$ cat src/rtl/uart_rx_oversampled_pkg.sv
// Shared constants for the oversampled UART receiver: state encoding and the
// default oversampling/frame sizes also used by the baud generator.
package uart_rx_oversampled_pkg;

    localparam int DEF_OVERSAMPLE = 8;
    localparam int DEF_DATA_BITS  = 8;

    typedef logic [2:0] rx_state_t;

    localparam rx_state_t ST_IDLE  = 3'd0;
    localparam rx_state_t ST_START = 3'd1;
    localparam rx_state_t ST_DATA  = 3'd2;
    localparam rx_state_t ST_STOP  = 3'd3;
    localparam rx_state_t ST_BREAK = 3'd4;

endpackage

$ cat src/rtl/uart_rx_oversampled_sync_2ff.sv
// Two-flop synchroniser for a single asynchronous input; both flops reset to
// RESET_VAL so an idle-high line does not look like an edge out of reset.
module sync_2ff #(
    parameter logic RESET_VAL = 1'b1
) (
    input  logic clk,
    input  logic rst_n,
    input  logic d_i,
    output logic q_o
);

    logic meta_q;
    logic sync_q;

    always_ff @(posedge clk or negedge rst_n) begin
        if (!rst_n) begin
            meta_q <= RESET_VAL;
            sync_q <= RESET_VAL;
        end else begin
            meta_q <= d_i;
            sync_q <= meta_q;
        end
    end

    assign q_o = sync_q;

endmodule

$ cat src/rtl/uart_rx_oversampled.sv
// 8N1 UART receiver driven by an oversampling baud tick; samples each bit at
// its centre, strobes rx_valid on good frames and frame_err on a low stop bit.
module uart_rx_oversampled
    import uart_rx_oversampled_pkg::*;
#(
    parameter int OVERSAMPLE = DEF_OVERSAMPLE,
    parameter int DATA_BITS  = DEF_DATA_BITS
) (
    input  logic                 clk,
    input  logic                 rst_n,
    input  logic                 baud_tick,
    input  logic                 rx,
    output logic [DATA_BITS-1:0] rx_data,
    output logic                 rx_valid,
    output logic                 frame_err,
    output logic                 busy
);

    localparam int CNT_W = $clog2(OVERSAMPLE);
    localparam int BIT_W = (DATA_BITS > 1) ? $clog2(DATA_BITS) : 1;

    localparam logic [CNT_W-1:0] CNT_MID  = CNT_W'(OVERSAMPLE / 2 - 1);
    localparam logic [CNT_W-1:0] CNT_LAST = CNT_W'(OVERSAMPLE - 1);
    localparam logic [BIT_W-1:0] BIT_LAST = BIT_W'(DATA_BITS - 1);

    logic rx_s;

    rx_state_t            state_q,     state_d;
    logic [CNT_W-1:0]     cnt_q,       cnt_d;
    logic [BIT_W-1:0]     bit_idx_q,   bit_idx_d;
    logic [DATA_BITS-1:0] shift_q,     shift_d;
    logic [DATA_BITS-1:0] rx_data_q,   rx_data_d;
    logic                 rx_valid_q,  rx_valid_d;
    logic                 frame_err_q, frame_err_d;

    sync_2ff #(
        .RESET_VAL(1'b1)
    ) u_rx_sync (
        .clk  (clk),
        .rst_n(rst_n),
        .d_i  (rx),
        .q_o  (rx_s)
    );

    always_comb begin
        state_d     = state_q;
        cnt_d       = cnt_q;
        bit_idx_d   = bit_idx_q;
        shift_d     = shift_q;
        rx_data_d   = rx_data_q;
        rx_valid_d  = 1'b0;
        frame_err_d = 1'b0;

        if (baud_tick) begin
            case (state_q)
                ST_IDLE: begin
                    if (!rx_s) begin
                        state_d = ST_START;
                        cnt_d   = '0;
                    end
                end
                ST_START: begin
                    if (cnt_q == CNT_MID) begin
                        // A start bit that is high again at its centre was a glitch.
                        state_d   = rx_s ? ST_IDLE : ST_DATA;
                        cnt_d     = '0;
                        bit_idx_d = '0;
                    end else begin
                        cnt_d = cnt_q + 1'b1;
                    end
                end
                ST_DATA: begin
                    if (cnt_q == CNT_LAST) begin
                        cnt_d     = '0;
                        shift_d   = {rx_s, shift_q[DATA_BITS-1:1]};
                        bit_idx_d = bit_idx_q + 1'b1;
                        if (bit_idx_q == BIT_LAST) begin
                            state_d = ST_STOP;
                        end
                    end else begin
                        cnt_d = cnt_q + 1'b1;
                    end
                end
                ST_STOP: begin
                    if (cnt_q == CNT_LAST) begin
                        cnt_d = '0;
                        if (rx_s) begin
                            rx_data_d  = shift_q;
                            rx_valid_d = 1'b1;
                            state_d    = ST_IDLE;
                        end else begin
                            frame_err_d = 1'b1;
                            state_d     = ST_BREAK;
                        end
                    end else begin
                        cnt_d = cnt_q + 1'b1;
                    end
                end
                ST_BREAK: begin
                    // Hold off until the line goes idle so a long low cannot retrigger.
                    if (rx_s) begin
                        state_d = ST_IDLE;
                    end
                end
                default: begin
                    state_d = ST_IDLE;
                    cnt_d   = '0;
                end
            endcase
        end
    end

    always_ff @(posedge clk or negedge rst_n) begin
        if (!rst_n) begin
            state_q     <= ST_IDLE;
            cnt_q       <= '0;
            bit_idx_q   <= '0;
            shift_q     <= '0;
            rx_data_q   <= '0;
            rx_valid_q  <= 1'b0;
            frame_err_q <= 1'b0;
        end else begin
            state_q     <= state_d;
            cnt_q       <= cnt_d;
            bit_idx_q   <= bit_idx_d;
            shift_q     <= shift_d;
            rx_data_q   <= rx_data_d;
            rx_valid_q  <= rx_valid_d;
            frame_err_q <= frame_err_d;
        end
    end

    assign rx_data   = rx_data_q;
    assign rx_valid  = rx_valid_q;
    assign frame_err = frame_err_q;
    assign busy      = (state_q != ST_IDLE);

endmodule

$ cat config.mk
export PLATFORM = sky130hd
export DESIGN_NAME = uart_rx_oversampled
export DESIGN_NICKNAME = d
export VERILOG_FILES = /design/src/rtl/uart_rx_oversampled_pkg.sv /design/src/rtl/uart_rx_oversampled_sync_2ff.sv /design/src/rtl/uart_rx_oversampled.sv
export SDC_FILE = /design/constraint.sdc
export NUM_CORES = 1
export LEC_CHECK = 0
export ABC_AREA = 1
export BUFFER_PORTS_ARGS = -buffer_cell sky130_fd_sc_hd__buf_2
export CORE_ASPECT_RATIO = 1.4
export CORE_UTILIZATION = 60
export CTS_BUF_LIST = sky130_fd_sc_hd__clkbuf_2 sky130_fd_sc_hd__clkbuf_4 sky130_fd_sc_hd__clkbuf_8
export DETAILED_ROUTE_END_ITERATION = 7
export PLACE_DENSITY = 0.91
export SYNTH_ARGS = -nofsm -noshare
export SYNTH_HDL_FRONTEND = slang
export SYNTH_SLANG_ARGS = --single-unit
$ cat constraint.sdc
create_clock -name clk -period 1.6 [get_ports clk]
set_clock_uncertainty 0.1 [all_clocks]
set_input_delay 0.32 -clock clk [delete_from_list [all_inputs] [get_ports clk]]
set_output_delay 0.32 -clock clk [all_outputs]
set_load 0.005 [all_outputs]
* After elaboration in Yosys (flattened, before gate mapping)
Index checks and enable logic that the tools add are counted.
** Storage, ports and cells
- Word-level logic and storage cells :: 58
- Flip-flop bits (word level) :: 29
- Bits in writable memories :: 0
- Memories kept :: 0
- Input bits :: 4
- Latch bits :: 0
- Output and inout port bits :: 11
- Bits in read-only memories :: 0
** Operators by class
- Shift operators :: 0
- Reductions and logical operators :: 9
- Add/subtract/negate cells :: 2
- Bitwise operators :: 1
- Multiplexer cells :: 24
- $mul :: 0
- Divide/modulo/power cells :: 0
- Eq/ne operators :: 13
- Order comparisons :: 0
** Operator list (number)
- 3-bit two-way mux :: 12
- 3-bit one-hot mux with 5 select lines :: 1
- 3-bit one-hot mux with 4 select lines :: 1
- 2-bit inequality test (second input constant) :: 5
- 3-bit by 2-bit equality test with 1-bit output (second input constant) :: 3
- 3-bit equality test (second input constant) :: 3
- 1-bit two-way mux :: 8
- 4-bit AND reduction :: 2
- 7-bit AND reduction :: 1
- 3-bit by 1-bit adder with 3-bit output (second input constant) :: 2
- 3-bit one-hot mux with 2 select lines :: 1
- 3-bit AND reduction :: 2
- 3-bit by 1-bit equality test with 1-bit output (second input constant) :: 1
- 3-bit zero test :: 1
- 3-bit nonzero test :: 1
- 2-bit two-way mux :: 1
- 2-bit by 1-bit inequality test with 1-bit output (second input constant) :: 1
- 2-bit nonzero test :: 1
- 2-bit OR reduction :: 1
- 1-bit NOT :: 1

* Longest topological paths before layout
Gate-level depths: netlist of the first run.
- Depth after elaboration :: 4
- Mapped depth :: 9
- Depth with buffers taken out :: 9

* Hierarchy
A second synthesis of the first run with hierarchy kept.
** Second synthesis, totals
- Cell total of the unflattened synthesis :: 154
- Area total of the unflattened synthesis :: 1413.9 um^2
** By module, submodules not included
- uart_rx_oversampled :: cells an instance 152, instances 1, area an instance 1361.3 um^2, sequential area each 675.6 um^2
- sync_2ff :: cells an instance 2, instances 1, area an instance 52.6 um^2, sequential area each 52.6 um^2

* Least setup slack after synthesis of the first run
No wires, ideal clock.
- Path type :: reg-to-reg
- From :: register cnt_q[0]
- To :: register shift_q[2]
- Arrival time :: 1.215 ns
- Stages on the path, launching flop included :: 8
- Period minus slack after synthesis :: 1.433 ns
- Setup slack :: 0.167 ns
- Buffers on the path :: 1
- Required time :: 1.382 ns
- Cell sequence :: dfrtp_1 ha_1 nand2_1 nor2_2 nand3_2 buf_6 nand2_1 o21ai_2
** On the way
- Word-level cells in the longest chain between the ends :: 2
** Ends and longest elaborated chain
- start, declared :: line uart_rx_oversampled.sv:29 : logic [CNT_W-1:0] cnt_q, cnt_d;
- start signal, assigned :: line uart_rx_oversampled.sv:124 : cnt_q <= cnt_d;
- 3-bit equality test :: line uart_rx_oversampled.sv:73 : if (cnt_q == CNT_LAST) begin
- 3-bit AND reduction (no line)
- end signal, assigned :: line uart_rx_oversampled.sv:126 : shift_q <= shift_d;
- end, declared :: line uart_rx_oversampled.sv:31 : logic [DATA_BITS-1:0] shift_q, shift_d;
Every way passes these cells.
A chain may end at the register's enable or synchronous reset.

* Worst setup path after layout of the first run
- From :: register cnt_q[0]
- To :: register rx_data_q[1] (netlist: rx_data[1])
** On the way
- Word-level cells in the longest chain between the ends :: 2
** Ends and longest elaborated chain
- 3-bit equality test :: line uart_rx_oversampled.sv:85 : if (cnt_q == CNT_LAST) begin
- 4-bit AND reduction (no line)
- end signal, assigned :: line uart_rx_oversampled.sv:127 : rx_data_q <= rx_data_d;
- end, declared :: line uart_rx_oversampled.sv:32 : logic [DATA_BITS-1:0] rx_data_q, rx_data_d;
Every way passes these cells.

==> results of run 1 <==
-- cell usage in the layout, fill, tap and decap left out, types with 5 or more instances in the layout --
cell,netlist,routed
sky130_fd_sc_hd__dfrtp_1,27,24
sky130_fd_sc_hd__o21ai_2,15,15
sky130_fd_sc_hd__clkbuf_4,0,5
sky130_fd_sc_hd__nor2_1,7,7
sky130_fd_sc_hd__nand2_1,51,51
sky130_fd_sc_hd__nand3_1,7,7
sky130_fd_sc_hd__inv_1,21,20
sky130_fd_sc_hd__ha_1,5,5
sky130_fd_sc_hd__buf_2,0,14
-- area by class of cell --
class / count / area, µm² / share of cell area, %
timing repair buffer: 20 / 133 / 8.27
multi-input combinational: 99 / 563 / 35.1
clock inverter: 1 / 5.00 / 0.312
clock buffer: 7 / 65.1 / 4.06
sequential: 29 / 732 / 45.6
tap: 22 / 27.5 / 1.72
inverter: 21 / 78.8 / 4.91
-- cells by family after synthesis --
kind of cell / Yosys count
adders and majority gates: 5
and+or+nand+nor: 75
DFF: 29
AOI/OAI and AO/OA: 19
buffers and inverters: 24
-- metrics by stage --
step                      hold slack (ns)  total power (µW)  setup TNS, ns  util (%)  instance area, µm²
after CTS                           0.267              1770              0      73.1                1590
after global placement              0.247              1200              0      68.2                1490
after detailed placement            0.247              1230              0      68.2                1490
final                               0.261              1770              0      73.7                1600
after floorplan                   -0.0756              1140              0         -                1380
after global routing                0.270              1870        -0.0994      73.7                1600
-- power breakdown --
part	internal (µW)	switching [µW]
registers	782	84.5
logic	149	247
clock network	254	253
total	1190	585
-- cell usage after synthesis, drive strengths merged --
master   n
ha       5
o21ai   18
nor2    12
nand3   11
inv     21
dfstp    2
o22ai    1
or2      1
nand2   51
dfrtp   27
buf      3
-- sequential cells by signal, indices dropped and copies added, names as in the netlist, 3 cells and up --
| signal | count |
|---|---|
| bit_idx_q | 3 |
| shift_q | 8 |
| cnt_q | 3 |
| state_q | 3 |
| rx_data | 8 |
-- what timing repair did --
item	4_1_cts	5_1_grt
hold buffers	2	0
endpoints found under the setup margin	1	8
buffers inserted	1	0
resized for setup	4	3
hold endpoints to repair	28	0
pin swaps	1	0
-- critical path: stages, from the launching register on --
cell and delay (ns):
sky130_fd_sc_hd__dfrtp_1 0.41, sky130_fd_sc_hd__ha_1 0.18, sky130_fd_sc_hd__nand2_1 0.13, sky130_fd_sc_hd__nor2_4 0.17, sky130_fd_sc_hd__nand3_2 0.11, sky130_fd_sc_hd__buf_4 0.19
sky130_fd_sc_hd__nand2_1 0.09, sky130_fd_sc_hd__o21ai_2 0.05
-- final timing paths --
kind,cells past startpoint,end,startpoint
min,0,u_rx_sync.q_o,u_rx_sync.meta_q
min reg2reg,0,u_rx_sync.q_o,u_rx_sync.meta_q
max in group asynchronous,2,state_q[2],rst_n
max,7,rx_data[1],cnt_q[0]
max reg2reg,7,rx_data[1],cnt_q[0]
min in group asynchronous,2,rx_data[0],rst_n
-- per-layer routing --
layer | GRT usage, % | vias up
met5 | 0 | -
met4 | 12.9 | 0
met3 | 8.28 | 7
met2 | 45.7 | 28
met1 | 24.1 | 502
li1 | - | 522
==> impl_metrics.xml, run 1 <==
<?xml version="1.0" encoding="UTF-8"?>
<metrics>
  <group name="run_status">
    <metric name="outcome" unit="">completed</metric>
  </group>
  <group name="final_layout">
    <metric name="layout_cells_sized_above_1" unit="%">31.6</metric>
    <metric name="num_antenna_cells" unit="">0</metric>
    <metric name="layoutNonFillerInstCount" unit="">199</metric>
    <metric name="layout.nets" unit="">185</metric>
    <metric name="area_overhead_vs_synth" unit="%">16.0</metric>
    <metric name="fillerInstances" unit="">166</metric>
  </group>
  <group name="global_route">
    <metric name="grt_pass1_vias" unit="">1079</metric>
    <metric name="grt_pass1_wl" unit="µm">4460</metric>
    <metric name="grt_start_max_net_pins" unit="">30</metric>
    <metric name="global_route.overflow_total" unit="">0</metric>
    <metric name="grt_usage" unit="%">24.8</metric>
    <metric name="antenna_found_initial" unit="">0</metric>
  </group>
  <group name="clocking">
    <metric name="cts_sinks" unit="">29</metric>
    <metric name="clock-root-buffer" unit="">sky130_fd_sc_hd__clkbuf_4</metric>
    <metric name="cts-root-to-sink-buffers" unit="">2</metric>
    <metric name="cts.clk_slew.worst_paths" unit="ns">0.09</metric>
    <metric name="tritoncts" unit="">built</metric>
    <metric name="cts_inserted_buffers" unit="">5</metric>
    <metric name="clkLatencyLatePin" unit="ns">0.33</metric>
    <metric name="cts_h_tree_lvls" unit="">2</metric>
  </group>
  <group name="drt">
    <metric name="post_route_ant_nets" unit="">0</metric>
    <metric name="vias" unit="">1059</metric>
    <metric name="route.met3.wl" unit="µm">114</metric>
    <metric name="drtPass1Iterations" unit="">4</metric>
    <metric name="route.met2.wl" unit="µm">1420</metric>
    <metric name="top_layer_used" unit="">met4</metric>
    <metric name="wire_per_inst" unit="µm">13.0</metric>
    <metric name="first_iter_violations" unit="">24</metric>
    <metric name="wl_met1" unit="µm">990</metric>
    <metric name="drc" unit="">0</metric>
    <metric name="route.final.wire_length" unit="µm">2590</metric>
    <metric name="via_per_inst" unit="">5.32</metric>
  </group>
  <group name="worst_setup_path">
    <metric name="worstPathArrival" unit="ns">1.67</metric>
    <metric name="worstSetupPathType" unit="">flip-flop to flip-flop</metric>
    <metric name="critical_path.endpoint_type" unit="">flip-flop</metric>
    <metric name="cp_max_fo" unit="">10</metric>
    <metric name="crit_path_start_kind" unit="">flip-flop</metric>
    <metric name="cp.required" unit="ns">1.73</metric>
    <metric name="ff_to_ff_setup_slack" unit="ns">0.07</metric>
  </group>
  <group name="logic_synthesis">
    <metric name="synth_xor_xnor_area_share" unit="%">0</metric>
    <metric name="synth_area" unit="µm²">1380</metric>
    <metric name="dominant_combinational_cell_family_by_area_after_synthesis" unit="">simple AND/OR/NAND/NOR gates</metric>
    <metric name="yosys_warnings" unit="">0</metric>
    <metric name="synth_simple_gate_area_share" unit="%">23.9</metric>
    <metric name="synth_area_leaders" unit="">sky130_fd_sc_hd__dfrtp_1, sky130_fd_sc_hd__nand2_1, sky130_fd_sc_hd__o21ai_2</metric>
    <metric name="synth.ff_latch_count" unit="">29</metric>
    <metric name="post_synth_mux_area_share" unit="%">0</metric>
    <metric name="synth_largest_area_cell" unit="">sky130_fd_sc_hd__dfrtp_1</metric>
    <metric name="synth-adder-area-share" unit="%">4.52</metric>
    <metric name="syn-mean-instance-area" unit="µm²">9.10</metric>
    <metric name="synth-compound-area-share" unit="%">11.0</metric>
    <metric name="synthesis.instances" unit="">152</metric>
    <metric name="synth_largest_type_area_fraction" unit="%">48.9</metric>
    <metric name="synth.lib_cells_used.distinct" unit="">15</metric>
    <metric name="postSynthNetCount" unit="">161</metric>
    <metric name="synth_seq_area_share" unit="%">52.7</metric>
  </group>
  <group name="place">
    <metric name="port_buffers" unit="">14</metric>
    <metric name="hpwlAfterDp" unit="µm">1870</metric>
    <metric name="routability_congestion_estimate" unit="">0.951</metric>
    <metric name="dpl.cell_count" unit="">188</metric>
    <metric name="pre_cts_slack" unit="ns">0.0132</metric>
  </group>
  <group name="floorplanning">
    <metric name="die_width" unit="µm">42.6</metric>
    <metric name="floorplan.io_pins" unit="">15</metric>
    <metric name="fp.dieH" unit="µm">58.8</metric>
    <metric name="floorplan.die_area" unit="µm²">2500</metric>
    <metric name="core_area" unit="µm²">2180</metric>
    <metric name="row_count" unit="">20</metric>
    <metric name="initial_utilization" unit="%">63.5</metric>
  </group>
  <group name="timing">
    <metric name="worst_pin_slew" unit="ns">0.624</metric>
    <metric name="report.final.slew_viol_count" unit="">0</metric>
    <metric name="final_period_minus_worst_setup_slack" unit="ns">1.53</metric>
    <metric name="achievable-frequency" unit="GHz">0.653</metric>
    <metric name="fin_crit_sh" unit="%">95.7</metric>
    <metric name="slew_headroom" unit="%">58.4</metric>
    <metric name="setup_viol" unit="">0</metric>
    <metric name="finalHoldViolCount" unit="">0</metric>
    <metric name="layout_setup_ws" unit="ns">0.0682</metric>
  </group>
  <group name="run">
    <metric name="max_cap_violations" unit="">0</metric>
  </group>
  <group name="pwr">
    <metric name="p_leak" unit="µW">0.000859</metric>
    <metric name="p_per_area" unit="nW/µm²">1100</metric>
    <metric name="max-vdd-ir-drop" unit="mV">0.891</metric>
  </group>
  <group name="min_path">
    <metric name="holdCritPathClass" unit="">flip-flop to flip-flop</metric>
  </group>
</metrics>
Power figures use the tool's default switching activity.
==> inputs of run 2 (changes only) <==
--- a/config.mk
+++ b/config.mk
@@ -8,10 +8,11 @@
 export ABC_AREA = 1
 export BUFFER_PORTS_ARGS = -buffer_cell sky130_fd_sc_hd__buf_2
 export CORE_ASPECT_RATIO = 1.4
-export CORE_UTILIZATION = 60
+export CORE_MARGIN = 5
+export CORE_UTILIZATION = 55
 export CTS_BUF_LIST = sky130_fd_sc_hd__clkbuf_2 sky130_fd_sc_hd__clkbuf_4 sky130_fd_sc_hd__clkbuf_8
 export DETAILED_ROUTE_END_ITERATION = 7
-export PLACE_DENSITY = 0.91
+export PLACE_DENSITY = 0.85
 export SYNTH_ARGS = -nofsm -noshare
 export SYNTH_HDL_FRONTEND = slang
 export SYNTH_SLANG_ARGS = --single-unit
==> run 2 against run 1 <==
Via count fell by 3.1%. Clock-buffer cell count unchanged. Maximum frequency increased by 1.8%. Critical path type is now flip-flop to output port.
==> impl_metrics.xml, run 2 (synthesized netlist as in run 1, its figures left out) <==
<?xml version="1.0" encoding="UTF-8"?>
<metrics>
  <group name="floorplanning">
    <metric name="row_count" unit="">21</metric>
    <metric name="floorplan.io_pins" unit="">15</metric>
    <metric name="core_area" unit="µm²">2390</metric>
    <metric name="fp.dieH" unit="µm">69.3</metric>
    <metric name="floorplan.die_area" unit="µm²">3630</metric>
    <metric name="die_width" unit="µm">52.4</metric>
    <metric name="initial_utilization" unit="%">57.8</metric>
  </group>
  <group name="timing">
    <metric name="setup_viol" unit="">0</metric>
    <metric name="rsz0062_at_grt" unit="">false</metric>
    <metric name="achievable-frequency" unit="GHz">0.664</metric>
    <metric name="worst_pin_slew" unit="ns">0.612</metric>
    <metric name="finalSetupTns" unit="ns">0</metric>
    <metric name="finalHoldViolCount" unit="">0</metric>
    <metric name="whs" unit="ns">0.245</metric>
    <metric name="fin_crit_sh" unit="%">94.1</metric>
    <metric name="final_period_minus_worst_setup_slack" unit="ns">1.51</metric>
    <metric name="slew_headroom" unit="%">59.2</metric>
    <metric name="report.final.slew_viol_count" unit="">0</metric>
  </group>
  <group name="final_layout">
    <metric name="layout_cells_sized_above_1" unit="%">31.8</metric>
    <metric name="area_overhead_vs_synth" unit="%">18.6</metric>
    <metric name="final_common_cell" unit="">sky130_fd_sc_hd__nand2_1</metric>
    <metric name="layout_common_cells" unit="">sky130_fd_sc_hd__nand2_1, sky130_fd_sc_hd__dfrtp_1, sky130_fd_sc_hd__inv_1</metric>
    <metric name="layout.nets" unit="">187</metric>
    <metric name="fillerInstances" unit="">190</metric>
    <metric name="multi_input_area" unit="µm²">556</metric>
    <metric name="num_antenna_cells" unit="">0</metric>
    <metric name="sequential_cell_area" unit="µm²">732</metric>
  </group>
  <group name="worst_setup_path">
    <metric name="crit_path_start_kind" unit="">flip-flop</metric>
    <metric name="critPathBufInv" unit="">1</metric>
    <metric name="critical_path.endpoint_type" unit="">output port</metric>
    <metric name="critPathMaxStageDelay" unit="ns">0.47</metric>
    <metric name="slowest_stage" unit="">sky130_fd_sc_hd__dfrtp_2</metric>
    <metric name="worstSetupPathType" unit="">flip-flop to output port</metric>
    <metric name="worstPathArrival" unit="ns">1.09</metric>
    <metric name="cp_max_fo" unit="">6</metric>
    <metric name="cp.required" unit="ns">1.18</metric>
    <metric name="crit_family" unit="">flip-flops</metric>
    <metric name="worstPathCellList" unit="">nor2_4, nand2_1, buf_2</metric>
  </group>
  <group name="pwr">
    <metric name="power.clock.fraction" unit="%">27.9</metric>
    <metric name="sw_power" unit="µW">570</metric>
    <metric name="seq_power_share" unit="%">47.3</metric>
    <metric name="p_per_area" unit="nW/µm²">1090</metric>
    <metric name="p_leak" unit="µW">0.000876</metric>
    <metric name="netSwitchingFraction" unit="%">31.8</metric>
    <metric name="combinationalPowerShare" unit="%">24.9</metric>
    <metric name="intPower" unit="µW">1220</metric>
    <metric name="max-vdd-ir-drop" unit="mV">0.756</metric>
  </group>
  <group name="drt">
    <metric name="via_per_inst" unit="">4.82</metric>
    <metric name="route.final.wire_length" unit="µm">2400</metric>
    <metric name="vias" unit="">1026</metric>
    <metric name="post_route_ant_nets" unit="">0</metric>
    <metric name="wire_per_inst" unit="µm">11.2</metric>
    <metric name="drtPass1Iterations" unit="">4</metric>
    <metric name="first_iter_violations" unit="">10</metric>
    <metric name="drc" unit="">0</metric>
  </group>
  <group name="clocking">
    <metric name="clkLatencyLatePin" unit="ns">0.32</metric>
    <metric name="cts_inserted_buffers" unit="">5</metric>
    <metric name="cts.clk_slew.worst_paths" unit="ns">0.10</metric>
    <metric name="tritoncts" unit="">built</metric>
    <metric name="cts_sinks" unit="">29</metric>
    <metric name="cts_h_tree_lvls" unit="">2</metric>
    <metric name="cts-root-to-sink-buffers" unit="">2</metric>
    <metric name="clock-root-buffer" unit="">sky130_fd_sc_hd__clkbuf_4</metric>
  </group>
  <group name="run_status">
    <metric name="outcome" unit="">completed</metric>
  </group>
  <group name="global_route">
    <metric name="global_route.overflow_total" unit="">0</metric>
    <metric name="grt_pass1_vias" unit="">991</metric>
    <metric name="grt_usage" unit="%">16.1</metric>
    <metric name="grt_pass1_wl" unit="µm">4330</metric>
    <metric name="antenna_found_initial" unit="">0</metric>
    <metric name="grt_start_max_net_pins" unit="">30</metric>
  </group>
  <group name="place">
    <metric name="port_buffers" unit="">14</metric>
    <metric name="routability_congestion_estimate" unit="">0.819</metric>
    <metric name="hpwlAfterDp" unit="µm">1760</metric>
  </group>
  <group name="min_path">
    <metric name="holdCritPathClass" unit="">flip-flop to flip-flop</metric>
  </group>
  <group name="run">
    <metric name="max_cap_violations" unit="">0</metric>
  </group>
</metrics>
==> run 2: layout make-up <==
cell class,instances,area share [%]
repair buffers,22,9.77
clock inverters,1,0.305
clock buffers,7,3.97
flip-flops and latches,29,44.7
inverters,21,4.81
well taps,34,2.60
multi-input cells,99,33.9
==> run 2: power by group through the flow <==
stage / logic [µW] / clock network, µW / registers (µW)
6_report: 446 / 500 / 848
5_1_grt: 512 / 548 / 853
4_1_cts: 391 / 514 / 858
3_5_place_dp: 364 / 0 / 862
3_3_place_gp: 347 / 0 / 860
2_1_floorplan: 309 / 0 / 828
==> run 2: stage by stage <==
step,total power [µW],util [%],instances,area (µm²),setup slack (ns)
after global placement,1210,63.0,199,1510,0.170
after floorplan,1140,-,152,1380,0.167
after detailed placement,1230,63.0,199,1510,0.105
after CTS,1760,67.4,210,1610,0.0476
final,1790,68.6,213,1640,0.0947
after global routing,1910,68.6,213,1640,0.00191
==> run 2: timing repair <==
item	in CTS	in global routing
buffers inserted	1	3
pin swaps	1	1
setup endpoints to repair	1	5
gates resized for setup	4	1
endpoints found under the hold margin	28	0
hold buffers	2	0
==> run 2: metal layers <==
layer,routed length (µm),up-vias,track usage (%)
li1,-,524,-
met5,0,-,0
met2,1240,19,25.0
met4,58,0,8.52
met1,980,479,18.7
met3,118,4,6.02
==> run 2: worst reg2reg max path, cell delays in order, from the launching register on <==
cell,delay [ns]
sky130_fd_sc_hd__dfrtp_1,0.40
sky130_fd_sc_hd__ha_1,0.18
sky130_fd_sc_hd__nand2_1,0.12
sky130_fd_sc_hd__nor2_4,0.14
sky130_fd_sc_hd__nand3_2,0.11
sky130_fd_sc_hd__buf_12,0.17
sky130_fd_sc_hd__inv_1,0.07
sky130_fd_sc_hd__nand2_1,0.05
sky130_fd_sc_hd__nand2_1,0.06
==> run 2: path summary, 6_finish.rpt <==
check / end / cells after the start / startpoint / slack, ns
max: busy / 3 / state_q[0] / 0.09
max in group asynchronous: state_q[0] / 2 / rst_n / 0.54
min in group asynchronous: rx_valid / 2 / rst_n / 0.43
min reg2reg: u_rx_sync.q_o / 0 / u_rx_sync.meta_q / 0.24
max reg2reg: bit_idx_q[2] / 8 / cnt_q[0] / 0.13
min: u_rx_sync.q_o / 0 / u_rx_sync.meta_q / 0.24
